$ cat src/rtl/proc_pkg.sv
// Shared encodings for the multicycle bus processor: opcodes, step
// counter states, bus-source selects and ALU operations.
package proc_pkg;

    // Instruction opcodes (IR[IRW-1 -: 3])
    localparam logic [2:0] OP_MV   = 3'd0;
    localparam logic [2:0] OP_MVI  = 3'd1;
    localparam logic [2:0] OP_ADD  = 3'd2;
    localparam logic [2:0] OP_SUB  = 3'd3;
    localparam logic [2:0] OP_AND  = 3'd4;
    localparam logic [2:0] OP_OR   = 3'd5;
    localparam logic [2:0] OP_MVNZ = 3'd6;
    localparam logic [2:0] OP_XOR  = 3'd7;

    // Step counter walks T0..T3
    typedef enum logic [1:0] {
        T0 = 2'd0,
        T1 = 2'd1,
        T2 = 2'd2,
        T3 = 2'd3
    } step_t;

    // Sources that may drive the shared bus
    typedef enum logic [1:0] {
        SEL_DIN = 2'd0,
        SEL_G   = 2'd1,
        SEL_RX  = 2'd2,
        SEL_RY  = 2'd3
    } bus_sel_t;

    // Operations the ALU can perform
    typedef enum logic [2:0] {
        ALU_ADD = 3'd0,
        ALU_SUB = 3'd1,
        ALU_AND = 3'd2,
        ALU_OR  = 3'd3,
        ALU_XOR = 3'd4
    } alu_op_t;

    // Map an instruction opcode onto its ALU operation; non-ALU opcodes
    // fall back to ADD, which is harmless because G is not loaded for them.
    function automatic alu_op_t alu_op_of(input logic [2:0] op);
        alu_op_t r;
        case (op)
            OP_SUB:  r = ALU_SUB;
            OP_AND:  r = ALU_AND;
            OP_OR:   r = ALU_OR;
            OP_XOR:  r = ALU_XOR;
            default: r = ALU_ADD;
        endcase
        return r;
    endfunction

endpackage

$ cat src/rtl/proc_alu.sv
// Purely combinational ALU. Arithmetic is done one bit wider than the
// datapath so the top bit is the carry (ADD) or the no-borrow (SUB).
module proc_alu
    import proc_pkg::*;
#(
    parameter int DW = 16
) (
    input  logic [DW-1:0] a,
    input  logic [DW-1:0] b,
    input  alu_op_t       aluop,
    output logic [DW-1:0] result,
    output logic          carry,
    output logic          zero
);

    logic [DW:0] wide;

    // Evaluate the selected operation; logic ops always report carry 0
    always_comb begin
        wide = '0;
        case (aluop)
            ALU_ADD: wide = {1'b0, a} + {1'b0, b};
            ALU_SUB: wide = {1'b0, a} + {1'b0, ~b} + (DW+1)'(1);
            ALU_AND: wide = {1'b0, a & b};
            ALU_OR:  wide = {1'b0, a | b};
            ALU_XOR: wide = {1'b0, a ^ b};
            default: wide = '0;
        endcase
    end

    assign result = wide[DW-1:0];
    assign carry  = wide[DW];
    assign zero   = (wide[DW-1:0] == '0);

endmodule

$ cat src/rtl/proc_multicycle_param.sv
// Parametrised multicycle bus processor: NREG general registers on one
// shared bus, A/G ALU registers, Z/C flags and a T0..T3 step counter.
// Instructions arrive on DIN under Run; Done marks the retiring cycle.
module proc_multicycle_param
    import proc_pkg::*;
#(
    parameter int DW   = 16,
    parameter int NREG = 8
) (
    input  logic          Clock,
    input  logic          Resetn,
    input  logic          Run,
    input  logic [DW-1:0] DIN,
    output logic          Done,
    output logic [DW-1:0] BusWires,
    output logic          Zflag,
    output logic          Cflag
);

    localparam int RAW = $clog2(NREG);
    localparam int IRW = 3 + 2*RAW;

    step_t           step_q, step_d;
    logic [IRW-1:0]  ir_q, ir_d;
    logic [DW-1:0]   a_q, a_d;
    logic [DW-1:0]   g_q, g_d;
    logic            z_q, z_d;
    logic            c_q, c_d;
    logic [DW-1:0]   r_q [NREG];
    logic [DW-1:0]   r_d [NREG];

    logic            ir_in, a_in, g_in, rx_we, done;
    bus_sel_t        bus_sel;
    logic [DW-1:0]   bus;

    logic [2:0]      op;
    logic [RAW-1:0]  rx_idx, ry_idx;
    alu_op_t         aluop;
    logic [DW-1:0]   alu_result;
    logic            alu_carry, alu_zero;

    assign op     = ir_q[IRW-1 -: 3];
    assign rx_idx = ir_q[2*RAW-1 -: RAW];
    assign ry_idx = ir_q[RAW-1:0];
    assign aluop  = alu_op_of(op);

    // Step counter register; reset aborts any instruction in flight
    always_ff @(posedge Clock or negedge Resetn) begin
        if (!Resetn) begin
            step_q <= T0;
        end else begin
            step_q <= step_d;
        end
    end

    // Control decode: next step plus the per-cycle enables and bus select.
    // At most one register enable is raised in any step.
    always_comb begin
        step_d  = step_q;
        ir_in   = 1'b0;
        a_in    = 1'b0;
        g_in    = 1'b0;
        rx_we   = 1'b0;
        done    = 1'b0;
        bus_sel = SEL_DIN;
        case (step_q)
            T0: begin
                if (Run) begin
                    ir_in  = 1'b1;
                    step_d = T1;
                end
            end
            T1: begin
                case (op)
                    OP_MV: begin
                        bus_sel = SEL_RY;
                        rx_we   = 1'b1;
                        done    = 1'b1;
                    end
                    OP_MVI: begin
                        bus_sel = SEL_DIN;
                        rx_we   = 1'b1;
                        done    = 1'b1;
                    end
                    OP_MVNZ: begin
                        bus_sel = SEL_RY;
                        rx_we   = ~z_q;
                        done    = 1'b1;
                    end
                    default: begin
                        bus_sel = SEL_RX;
                        a_in    = 1'b1;
                        step_d  = T2;
                    end
                endcase
            end
            T2: begin
                bus_sel = SEL_RY;
                g_in    = 1'b1;
                step_d  = T3;
            end
            T3: begin
                bus_sel = SEL_G;
                rx_we   = 1'b1;
                done    = 1'b1;
            end
            default: begin
                step_d = T0;
            end
        endcase
        if (done) begin
            step_d = T0;
        end
    end

    // Shared bus: registers are picked by binary index straight from IR
    always_comb begin
        case (bus_sel)
            SEL_RX:  bus = r_q[rx_idx];
            SEL_RY:  bus = r_q[ry_idx];
            SEL_G:   bus = g_q;
            default: bus = DIN;
        endcase
    end

    proc_alu #(
        .DW (DW)
    ) u_alu (
        .a      (a_q),
        .b      (bus),
        .aluop  (aluop),
        .result (alu_result),
        .carry  (alu_carry),
        .zero   (alu_zero)
    );

    // Next values for IR, A, G and the flags; flags move only with G
    always_comb begin
        ir_d = ir_in ? DIN[DW-1 -: IRW] : ir_q;
        a_d  = a_in  ? bus : a_q;
        g_d  = g_in  ? alu_result : g_q;
        z_d  = g_in  ? alu_zero   : z_q;
        c_d  = g_in  ? alu_carry  : c_q;
    end

    // IR, A, G and flag registers
    always_ff @(posedge Clock or negedge Resetn) begin
        if (!Resetn) begin
            ir_q <= '0;
            a_q  <= '0;
            g_q  <= '0;
            z_q  <= 1'b0;
            c_q  <= 1'b0;
        end else begin
            ir_q <= ir_d;
            a_q  <= a_d;
            g_q  <= g_d;
            z_q  <= z_d;
            c_q  <= c_d;
        end
    end

    // General register file, one write port addressed by Rx
    for (genvar gi = 0; gi < NREG; gi++) begin : g_reg
        // Load from the bus when this register is the Rx target
        always_comb begin
            r_d[gi] = (rx_we && (rx_idx == RAW'(gi))) ? bus : r_q[gi];
        end

        // Register storage
        always_ff @(posedge Clock or negedge Resetn) begin
            if (!Resetn) begin
                r_q[gi] <= '0;
            end else begin
                r_q[gi] <= r_d[gi];
            end
        end
    end

    assign Done     = done;
    assign BusWires = bus;
    assign Zflag    = z_q;
    assign Cflag    = c_q;

endmodule

$ cat config.mk
export PLATFORM = sky130hd
export DESIGN_NAME = proc_multicycle_param
export DESIGN_NICKNAME = d
export VERILOG_FILES = /design/src/rtl/proc_pkg.sv /design/src/rtl/proc_alu.sv /design/src/rtl/proc_multicycle_param.sv
export SDC_FILE = /design/constraint.sdc
export NUM_CORES = 1
export LEC_CHECK = 0
export CORE_ASPECT_RATIO = 1.25
export CORE_MARGIN = 3
export CORE_UTILIZATION = 50
export CTS_CLUSTER_DIAMETER = 150
export CTS_CLUSTER_SIZE = 28
export DETAILED_ROUTE_END_ITERATION = 8
export PLACE_DENSITY_LB_ADDON = 0.08
export SLEW_MARGIN = 20
export SYNTH_ARGS = -nofsm -noshare
export SYNTH_HDL_FRONTEND = slang
export SYNTH_HIERARCHICAL = 1
export SYNTH_SLANG_ARGS = --single-unit
$ cat constraint.sdc
create_clock -name Clock -period 7.3 [get_ports Clock]
set_input_delay 1.46 -clock Clock [delete_from_list [all_inputs] [get_ports Clock]]
set_output_delay 1.46 -clock Clock [all_outputs]
set_load 0.03 [all_outputs]
==> flow_metrics.py, run 1 <==
metrics = {
    "status": {
        "status": "complete, no violations",
    },
    "clock_network": {
        "cts_made_buffers": 17,
        "cts-resized-gates": 0,
        "clk_pin_slew_ns": 0.06,
        "cts_setup_buffers": 0,
        "cts_sinks": 173,
        "clk_latency_ns": 0.44,
        "cts_root_buf": "clkbuf_16",
        "htree_num_levels": 4,
        "hold_buffers": 0,
        "cts_tree": "done",
        "cts_buffer_depth": 2,
    },
    "global_route": {
        "antenna_found_initial": 0,
        "grt_max_degree": 107,
        "grt_pass1_vias": 9250,
        "grt_pass1_wl_um": 52500,
        "grt_overflow": 0,
        "track_usage_pct": 26.6,
    },
    "logic_synthesis": {
        "synth_most_common_cell": "nand2_1",
        "ys_warn_count": 6,
        "syn_area_per_cell_sq_um": 9.78,
        "synth_ff_type": "dfrtp_1",
        "synthTopCellsByArea": "dfrtp_1, mux4_2, nand2_1",
        "synth_area_sq_mm": 0.0119,
        "syn-num-nets": 1289,
        "yosys.area.top_type_share_pct": 36.5,
        "syn_inst": 1214,
        "synthArstFlopShare_pct": 100,
        "synthDistinctLibCells": 84,
        "ys_top_cells_by_count": "nand2_1, dfrtp_1, o21ai_1",
        "seq_area_frac_synth_pct": 36.5,
        "netlist.top_cell.by_area": "dfrtp_1",
        "synth_edf_count": 0,
        "ys_ff_latch": 173,
    },
    "route": {
        "remaining_drc_errors": 0,
        "first_pass_iters": 5,
        "vias": 9453,
        "wl_per_cell_um": 21.6,
        "detail-route-antenna-nets": 0,
        "wirelength_um": 32600,
        "routed_via_density": 6.27,
        "drtIter0Drc": 822,
    },
    "die": {
        "core_area_sq_mm": 0.0232,
        "ios": 38,
        "num_rows": 62,
        "fp.dieH_um": 178,
        "die_area_sq_mm": 0.0256,
        "die-width_um": 144,
        "initial_core_util_pct": 51.2,
    },
    "setup_path": {
        "cp_max_fo": 32,
        "startpoint": "step_q[0]$_DFFE_PN0P_",
        "endpoint_kind": "flip-flop",
        "setup.worst_path.class": "flip-flop to flip-flop",
        "rr_worst_depth": 19,
        "endpoint": "Zflag$_DFFE_PN0P_",
        "worst_r2r_endpoint": "Zflag$_DFFE_PN0P_",
        "critPathLaunchType": "flip-flop",
        "crit_arrival_ns": 6.15,
        "worstPathRequired_ns": 7.68,
        "r2r-start": "step_q[0]$_DFFE_PN0P_",
        "r2r_slack_ns": 1.53,
    },
    "layout": {
        "drive_above_1_share_pct": 16.8,
        "seq_area_sq_mm": 0.00433,
        "multiInputGateArea_sq_mm": 0.00688,
        "area_growth_pct": 9.15,
        "n_fill_cell": 2086,
        "final_nets": 1282,
        "antenna_cells": 0,
    },
    "sta": {
        "hold_violations": 0,
        "fin_skew_ns": 0.00783,
        "rsz0062_at_grt": "no",
        "tightest_slew_ns": 0.986,
        "post-route-period-util_pct": 79.1,
        "slew_viol_final": 0,
        "fmax_mhz": 173,
        "finalCriticalPeriod_ns": 5.77,
        "tns_ns": 0,
        "worst_slew_margin_rel_pct": 34.3,
        "setup_viol": 0,
    },
    "worst_hold_path": {
        "min_path_type": "flip-flop to flip-flop",
    },
    "job": {
        "maxCapViolCount": 0,
    },
    "place": {
        "io_buffers": 37,
        "dp_hpwl_um": 22700,
        "gp_congestion": 0.950,
    },
}
## layer usage
layer  global-route usage (%)  part of all wire [%]  up-vias
met5                        0                     0        -
met4                     9.97                   3.3        0
met3                     3.51                   4.3       80
met2                     42.8                    48      282
met1                     36.9                    45     4636
li1                         -                     -     4455
## cells in the final DEF (no fill, tap or decap), types with 12 or more instances in the layout
cell / Yosys / routed
mux2_2: 27 / 27
nor2_1: 38 / 38
clkbuf_16: 0 / 17
nand3_1: 34 / 34
o21ai_2: 19 / 19
clkdlybuf4s50_1: 0 / 36
mux2i_1: 34 / 34
o21ai_0: 41 / 41
dfrtp_1: 173 / 171
ha_1: 54 / 54
nand3_2: 12 / 12
a211o_1: 22 / 22
nand4_1: 18 / 18
nor3b_1: 19 / 19
o21ai_1: 109 / 109
inv_1: 68 / 68
nand2_1: 182 / 182
mux4_2: 64 / 64
buf_4: 6 / 23
a21oi_1: 36 / 36
## critical path: stages, from the launching register on
cell	delay, ns
dfrtp_1	0.51
inv_1	0.11
ha_1	0.22
buf_4	0.22
or3b_4	0.41
o21a_4	0.34
a211o_1	0.37
nand3_4	0.17
inv_1	0.13
ha_1	0.24
fa_1	0.47
a211oi_4	0.28
a211oi_2	0.05
a211o_1	0.28
a21o_1	0.19
or4_1	0.48
a2111o_1	0.41
nor4_1	0.38
nor4b_2	0.26
mux2_2	0.17
## worst min-delay path by stage
stage / to / cells past startpoint / from
2_1_floorplan: r_q[18]$_DFFE_PN0P_ / 2 / r_q[18]$_DFFE_PN0P_
6_report: r_q[47]$_DFFE_PN0P_ / 2 / r_q[47]$_DFFE_PN0P_
3_3_place_gp: r_q[0]$_DFFE_PN0P_ / 2 / r_q[0]$_DFFE_PN0P_
5_1_grt: r_q[15]$_DFFE_PN0P_ / 2 / r_q[15]$_DFFE_PN0P_
4_1_cts: r_q[47]$_DFFE_PN0P_ / 2 / r_q[47]$_DFFE_PN0P_
3_5_place_dp: r_q[47]$_DFFE_PN0P_ / 2 / r_q[47]$_DFFE_PN0P_
## flip-flops by register name, summed over array words and instances, names as in the netlist
| name | cells |
|---|---|
| Cflag | 1 |
| Zflag | 1 |
| a_q | 16 |
| g_q | 16 |
| ir_q | 9 |
| r_q | 128 |
| step_q | 2 |
## final cells by class
cell class                 instances  share of cell area [%]
tap                              288                    2.78
clock inverter                    10                   0.898
timing repair buffer              60                    4.20
inverter                          70                    2.03
clock buffer                      22                    3.58
sequential                       173                    33.4
multi-input combinational        885                    53.1
## cells by family (layout without fill, tap and decap cells)
logic type	after synthesis	after routing	synth area share [%]
muxes	125	125	17.6
AOI/OAI and AO/OA	334	334	18.6
buffers and inverters	156	162	5.65
DFF	173	173	36.5
and+or+nand+nor	365	365	15.3
adders and majority gates	56	56	6.03
xor gates and xnor gates	5	5	0.369
## through the flow
step / instances / util (%) / hold slack (ns) / worst slack (ns) / instance area, sq um
final: 1508 / 55.9 / 0.496 / 1.53 / 13000
after global routing: 1508 / 55.9 / 0.527 / 1.16 / 13000
after CTS: 1508 / 55.9 / 0.502 / 1.55 / 13000
after detailed placement: 1476 / 53.4 / 0.488 / 1.53 / 12400
after global placement: 1476 / 53.4 / 0.479 / 1.59 / 12400
after floorplan: 1214 / - / 0.461 / 2.20 / 11900
Power of run 1 is left out: the tool's default activity adds up to more than one toggle a clock period on the data nets, which glitch-free logic cannot reach.
==> inputs of run 2 (changes only) <==
==> constraint.sdc (replaced) <==
create_clock -name Clock -period 4.6 [get_ports Clock]
set_input_delay 0.92 -clock Clock [delete_from_list [all_inputs] [get_ports Clock]]
set_output_delay 0.92 -clock Clock [all_outputs]
set_load 0.03 [all_outputs]
==> run 2 against run 1 <==
Compared with the run above:
- the flow now finishes with violations (setup timing)
- register-to-register slack worse by 1.5 ns
- utilization grew 5.0 points
- cell count grew 8.1%
- first-iteration DRC count is 12% lower
- clock skew up 0.00064 ns
- via count increased by 3.7%
- final area is 8.9% higher
- non-clock buffer count increased by 124
- die area unchanged
- routed wire length up 2.1%
- sequential share of layout area down 2.7 points
- maximum frequency grew 25%
- critical path type unchanged
- critical endpoint unchanged
- largest cell class unchanged
==> flow_metrics.py, run 2 (same netlist as run 1, synthesis figures left out) <==
metrics = {
    "route": {
        "vias": 9803,
        "remaining_drc_errors": 0,
        "detail-route-antenna-nets": 0,
        "wirelength_um": 33300,
        "drtIter0Drc": 727,
        "wl_per_cell_um": 20.4,
        "routed_via_density": 6.01,
        "first_pass_iters": 4,
    },
    "sta": {
        "finalCriticalPeriod_ns": 4.62,
        "tightest_slew_ns": 1.05,
        "fin_skew_ns": 0.00847,
        "hold_violations": 0,
        "post-route-period-util_pct": 100,
        "worst_slack_ns": -0.0188,
        "worst_slew_margin_rel_pct": 29.9,
        "fmax_mhz": 217,
        "setup_viol": 1,
        "slew_viol_final": 0,
        "tns_ns": -0.0188,
        "rsz0062_at_grt": "yes",
    },
    "status": {
        "violations": "setup timing",
        "status": "finished, violations left",
    },
    "global_route": {
        "grt_overflow": 0,
        "grt_max_degree": 97,
        "track_usage_pct": 26.9,
        "grt_pass1_wl_um": 53300,
        "antenna_found_initial": 0,
        "grt_pass1_vias": 9682,
    },
    "place": {
        "gp_congestion": 0.878,
        "place_area_sq_mm": 0.0133,
        "io_buffers": 37,
        "dp_hpwl_um": 24300,
        "pre_cts_ws_ns": -0.278,
    },
    "layout": {
        "n_fill_cell": 2001,
        "multiInputGateArea_sq_mm": 0.00709,
        "reg.largest.list": "r_q (128), a_q (16), g_q (16)",
        "seq_area_sq_mm": 0.00433,
        "final_cell_area_sq_mm": 0.0141,
        "regMostFlops": "r_q",
        "final_nets": 1406,
        "drive_above_1_share_pct": 27.0,
        "largest_reg_flops": 128,
        "antenna_cells": 0,
        "final_common_cell": "nand2_1",
        "area_growth_pct": 18.9,
        "final_cell_mix": "nand2_1, dfrtp_1, buf_4",
    },
    "setup_path": {
        "rr_worst_depth": 23,
        "setup.worst_path.class": "flip-flop to flip-flop",
        "r2r-start": "step_q[0]$_DFFE_PN0P_",
        "startpoint": "step_q[0]$_DFFE_PN0P_",
        "crit_family": "compound AO/OA/AOI/OAI gates",
        "worstPathRequired_ns": 4.92,
        "worst_path_max_delay_cell": "dfrtp_2",
        "r2r_slack_ns": -0.02,
        "worst_r2r_endpoint": "Zflag$_DFFE_PN0P_",
        "cp_max_fo": 21,
        "crit_arrival_ns": 4.94,
        "crit_cells": 23,
        "endpoint_kind": "flip-flop",
        "critPathLaunchType": "flip-flop",
        "max_stage_delay_ns": 0.42,
        "path_common_cell": "buf_4",
        "cp_cell_sequence": "inv_2 > ha_4 > or3b_4 > o21a_4 > buf_4 > buf_4 > a211o_1 > nand3_2 > inv_1 > inv_1 > ha_2 > nor2b_4 > nor4_1 > buf_4 > a211oi_4 > o21ai_0 > buf_4 > buf_4 > o31a_1 > a41o_1 > o2111ai_1 > nor4b_2 > mux2_4",
        "path_buf_inv": 8,
    },
    "clock_network": {
        "clk_latency_ns": 0.43,
        "clk_pin_slew_ns": 0.06,
        "cts_tree": "done",
        "hold_buffers": 0,
        "cts_buffer_depth": 2,
        "cts_sinks": 173,
        "cts_root_buf": "clkbuf_16",
        "htree_num_levels": 4,
        "cts_made_buffers": 17,
    },
    "die": {
        "fp.dieH_um": 178,
        "die_area_sq_mm": 0.0256,
        "initial_core_util_pct": 51.2,
        "num_rows": 62,
        "ios": 38,
        "core_area_sq_mm": 0.0232,
        "die-width_um": 144,
    },
    "job": {
        "maxCapViolCount": 0,
    },
    "worst_hold_path": {
        "min_from": "r_q[48]$_DFFE_PN0P_",
        "worstHoldEndpoint": "r_q[48]$_DFFE_PN0P_",
        "hold_path_depth": 2,
        "min_path_type": "flip-flop to flip-flop",
    },
}
==> run 2: cell type report <==
type | instances | area share, %
Tap cell | 288 | 2.55
Clock inverter | 7 | 0.824
Sequential cell | 173 | 30.7
Clock buffer | 23 | 3.24
Multi-Input combinational cell | 885 | 50.2
Inverter | 70 | 1.89
Timing Repair Buffer | 184 | 10.6
==> run 2: routing by layer <==
layer	global-route usage, %	up-vias	routed length (um)
li1	-	4676	-
met1	36.3	4834	14400
met2	45.7	241	16900
met3	3.19	52	1350
met4	7.81	0	727
met5	0	-	0
==> run 2: worst max-delay path by stage <==
stage | to | slack, ns
floorplan | Zflag$_DFFE_PN0P_ | -0.42
global placement | Zflag$_DFFE_PN0P_ | -0.22
detailed placement | Zflag$_DFFE_PN0P_ | -0.28
CTS | Zflag$_DFFE_PN0P_ | -0.03
global route | Zflag$_DFFE_PN0P_ | -0.20
finish | Zflag$_DFFE_PN0P_ | -0.02
==> run 2: timing repair <==
action,CTS,global route
setup endpoints to repair,2,9
pin swaps,22,6
buffers inserted,5,2
resized for setup,21,34
==> run 2: worst min-delay path, stage by stage, from the launching register on <==
cell and delay, ns:
dfrtp_1 0.35, nand2_1 0.07, o21ai_2 0.05
==> run 2: through the flow <==
stage | utilization (%) | std cells | hold slack (ns)
after global routing | 60.9 | 1630 | 0.524
after floorplan | - | 1214 | 0.461
after global placement | 57.3 | 1594 | 0.480
final | 60.9 | 1630 | 0.503
after CTS | 60.2 | 1628 | 0.507
after detailed placement | 57.3 | 1594 | 0.488
Power of run 2 is left out for the same reason.
==> inputs of run 3 (changes only) <==
==> constraint.sdc (replaced) <==
create_clock -name Clock -period 4.9 [get_ports Clock]
set_input_delay 0.98 -clock Clock [delete_from_list [all_inputs] [get_ports Clock]]
set_output_delay 0.98 -clock Clock [all_outputs]
set_load 0.03 [all_outputs]
==> run 3 against run 2 <==
Compared with the run above:
- the run now ends clean
- via count decreased by 2.9%
- utilization fell by 2.4 points
- global-route usage shrank 0.66 points
- maximum frequency is 2.2% lower
- count of clock-buffer cells in the layout fell by 5
- flip-flop and latch count unchanged
- clock skew rose by 0.0012 ns
- die area did not move
- first-iteration DRC count down 9.9%
- critical endpoint unchanged
- largest cell class unchanged
==> flow_metrics.py, run 3 (same netlist as run 1, synthesis figures left out) <==
metrics = {
    "setup_path": {
        "worst_r2r_endpoint": "Zflag$_DFFE_PN0P_",
        "endpoint_kind": "flip-flop",
        "rr_worst_depth": 18,
        "worst_path_max_delay_cell": "or4_4",
        "setup.worst_path.class": "flip-flop to flip-flop",
        "max_stage_delay_ns": 0.48,
        "r2r-start": "step_q[0]$_DFFE_PN0P_",
        "crit_arrival_ns": 5.10,
        "cp_max_fo": 7,
        "cp_cell_sequence": "buf_4 > ha_2 > or3b_4 > o21a_4 > a211o_1 > nand3_4 > clkinvlp_4 > ha_2 > fa_2 > a211oi_4 > a211oi_2 > a211o_1 > a21o_1 > or4_4 > a2111o_1 > nor4_4 > nor4b_2 > mux2_4",
        "r2r_slack_ns": 0.18,
        "worstPathRequired_ns": 5.28,
        "critPathLaunchType": "flip-flop",
    },
    "layout": {
        "area_growth_pct": 14.1,
        "final_util_pct": 58.4,
        "largest_reg_flops": 128,
        "regMostFlops": "r_q",
        "drive_above_1_share_pct": 22.3,
        "antenna_cells": 0,
        "final_nets": 1342,
        "final_cell_mix": "nand2_1, dfrtp_1, o21ai_1",
        "final_common_cell": "nand2_1",
        "final_cell_area_sq_mm": 0.0136,
        "reg.largest.list": "r_q (128), a_q (16), g_q (16)",
    },
    "place": {
        "gp_congestion": 0.907,
        "place_area_sq_mm": 0.0128,
        "dp_hpwl_um": 23200,
        "pre_cts_ws_ns": -0.0808,
        "io_buffers": 37,
    },
    "sta": {
        "tightest_slew_ns": 0.890,
        "worst_slack_ns": 0.178,
        "fmax_mhz": 212,
        "slew_viol_final": 0,
        "post-route-period-util_pct": 96.4,
        "worst_slew_margin_rel_pct": 40.7,
        "fin_skew_ns": 0.00972,
        "finalCriticalPeriod_ns": 4.72,
        "setup_viol": 0,
        "hold_violations": 0,
    },
    "route": {
        "vias": 9521,
        "first_pass_iters": 5,
        "wl_per_cell_um": 20.8,
        "routed_via_density": 6.07,
        "detail-route-antenna-nets": 0,
        "wirelength_um": 32600,
        "drtIter0Drc": 655,
        "remaining_drc_errors": 0,
    },
    "clock_network": {
        "cts_root_buf": "clkbuf_16",
        "clk_pin_slew_ns": 0.07,
        "cts_sinks": 173,
        "hold_buffers": 0,
        "cts_tree": "done",
        "cts_buffer_depth": 2,
        "cts_made_buffers": 17,
        "htree_num_levels": 4,
        "clk_latency_ns": 0.44,
    },
    "die": {
        "ios": 38,
        "num_rows": 62,
        "initial_core_util_pct": 51.2,
        "die_area_sq_mm": 0.0256,
        "fp.dieH_um": 178,
        "core_area_sq_mm": 0.0232,
        "die-width_um": 144,
    },
    "global_route": {
        "grtUsageMet3_pct": 3.86,
        "grt_pass1_vias": 9338,
        "grt_use_met1_pct": 35.5,
        "grt_overflow": 0,
        "grt_max_degree": 96,
        "track_usage_pct": 26.2,
        "antenna_found_initial": 0,
        "grt_pass1_wl_um": 52000,
        "met2_usage_pct": 44.1,
        "grt.busiest_layer": "met2",
    },
    "worst_hold_path": {
        "worstHoldEndpoint": "r_q[96]$_DFFE_PN0P_",
        "hold_path_depth": 2,
        "min_path_type": "flip-flop to flip-flop",
        "min_from": "r_q[96]$_DFFE_PN0P_",
    },
    "job": {
        "maxCapViolCount": 0,
    },
    "status": {
        "status": "complete, no violations",
    },
}
run 3: what timing repair did:
item	4_1_cts	5_1_grt
setup endpoints to repair	1	4
gates resized for setup	1	19
pin swaps	0	7
setup buffers	0	4
run 3: layout make-up:
type	count	area, sq um
Fill cell	2062	9640
Multi-Input combinational cell	885	6950
Sequential cell	173	4330
Timing Repair Buffer	120	1010
Clock buffer	18	439
Tap cell	288	360
Inverter	70	269
Clock inverter	14	180
run 3: worst max path at each step:
stage,from,to,slack [ns],cells after the start
3_3_place_gp,DIN[0],Zflag$_DFFE_PN0P_,-0.04,15
2_1_floorplan,step_q[0]$_DFFE_PN0P_,Zflag$_DFFE_PN0P_,-0.12,20
4_1_cts,step_q[0]$_DFFE_PN0P_,Zflag$_DFFE_PN0P_,0.05,18
3_5_place_dp,DIN[0],Zflag$_DFFE_PN0P_,-0.08,15
5_1_grt,step_q[1]$_DFFE_PN0P_,Zflag$_DFFE_PN0P_,-0.009,18
6_report,step_q[0]$_DFFE_PN0P_,Zflag$_DFFE_PN0P_,0.18,18
run 3: stage by stage:
stage          std cells  hold slack, ns  TNS (ns)
4_1_cts             1564           0.505         0
2_1_floorplan       1214           0.461    -0.123
3_5_place_dp        1532           0.490   -0.0808
5_1_grt             1568           0.521  -0.00909
6_report            1568           0.499         0
3_3_place_gp        1532           0.479   -0.0354
run 3: worst max-delay path, delay by kind of cell (launching register included):
kind / cells / cell delay, ns
AOI/OAI and AO/OA: 7 / 1.76
and+or+nand+nor: 5 / 1.37
DFF: 1 / 0.38
adders and majority gates: 3 / 0.76
buffers and inverters: 2 / 0.21
muxes: 1 / 0.17
run 3: layer usage:
| metal | up-vias | wire [um] |
|---|---|---|
| met1 | 4657 | 14100 |
| li1 | 4558 | - |
| met3 | 44 | 1500 |
| met2 | 262 | 16300 |
| met5 | - | 0 |
| met4 | 0 | 626 |
Power of run 3 is left out for the same reason.
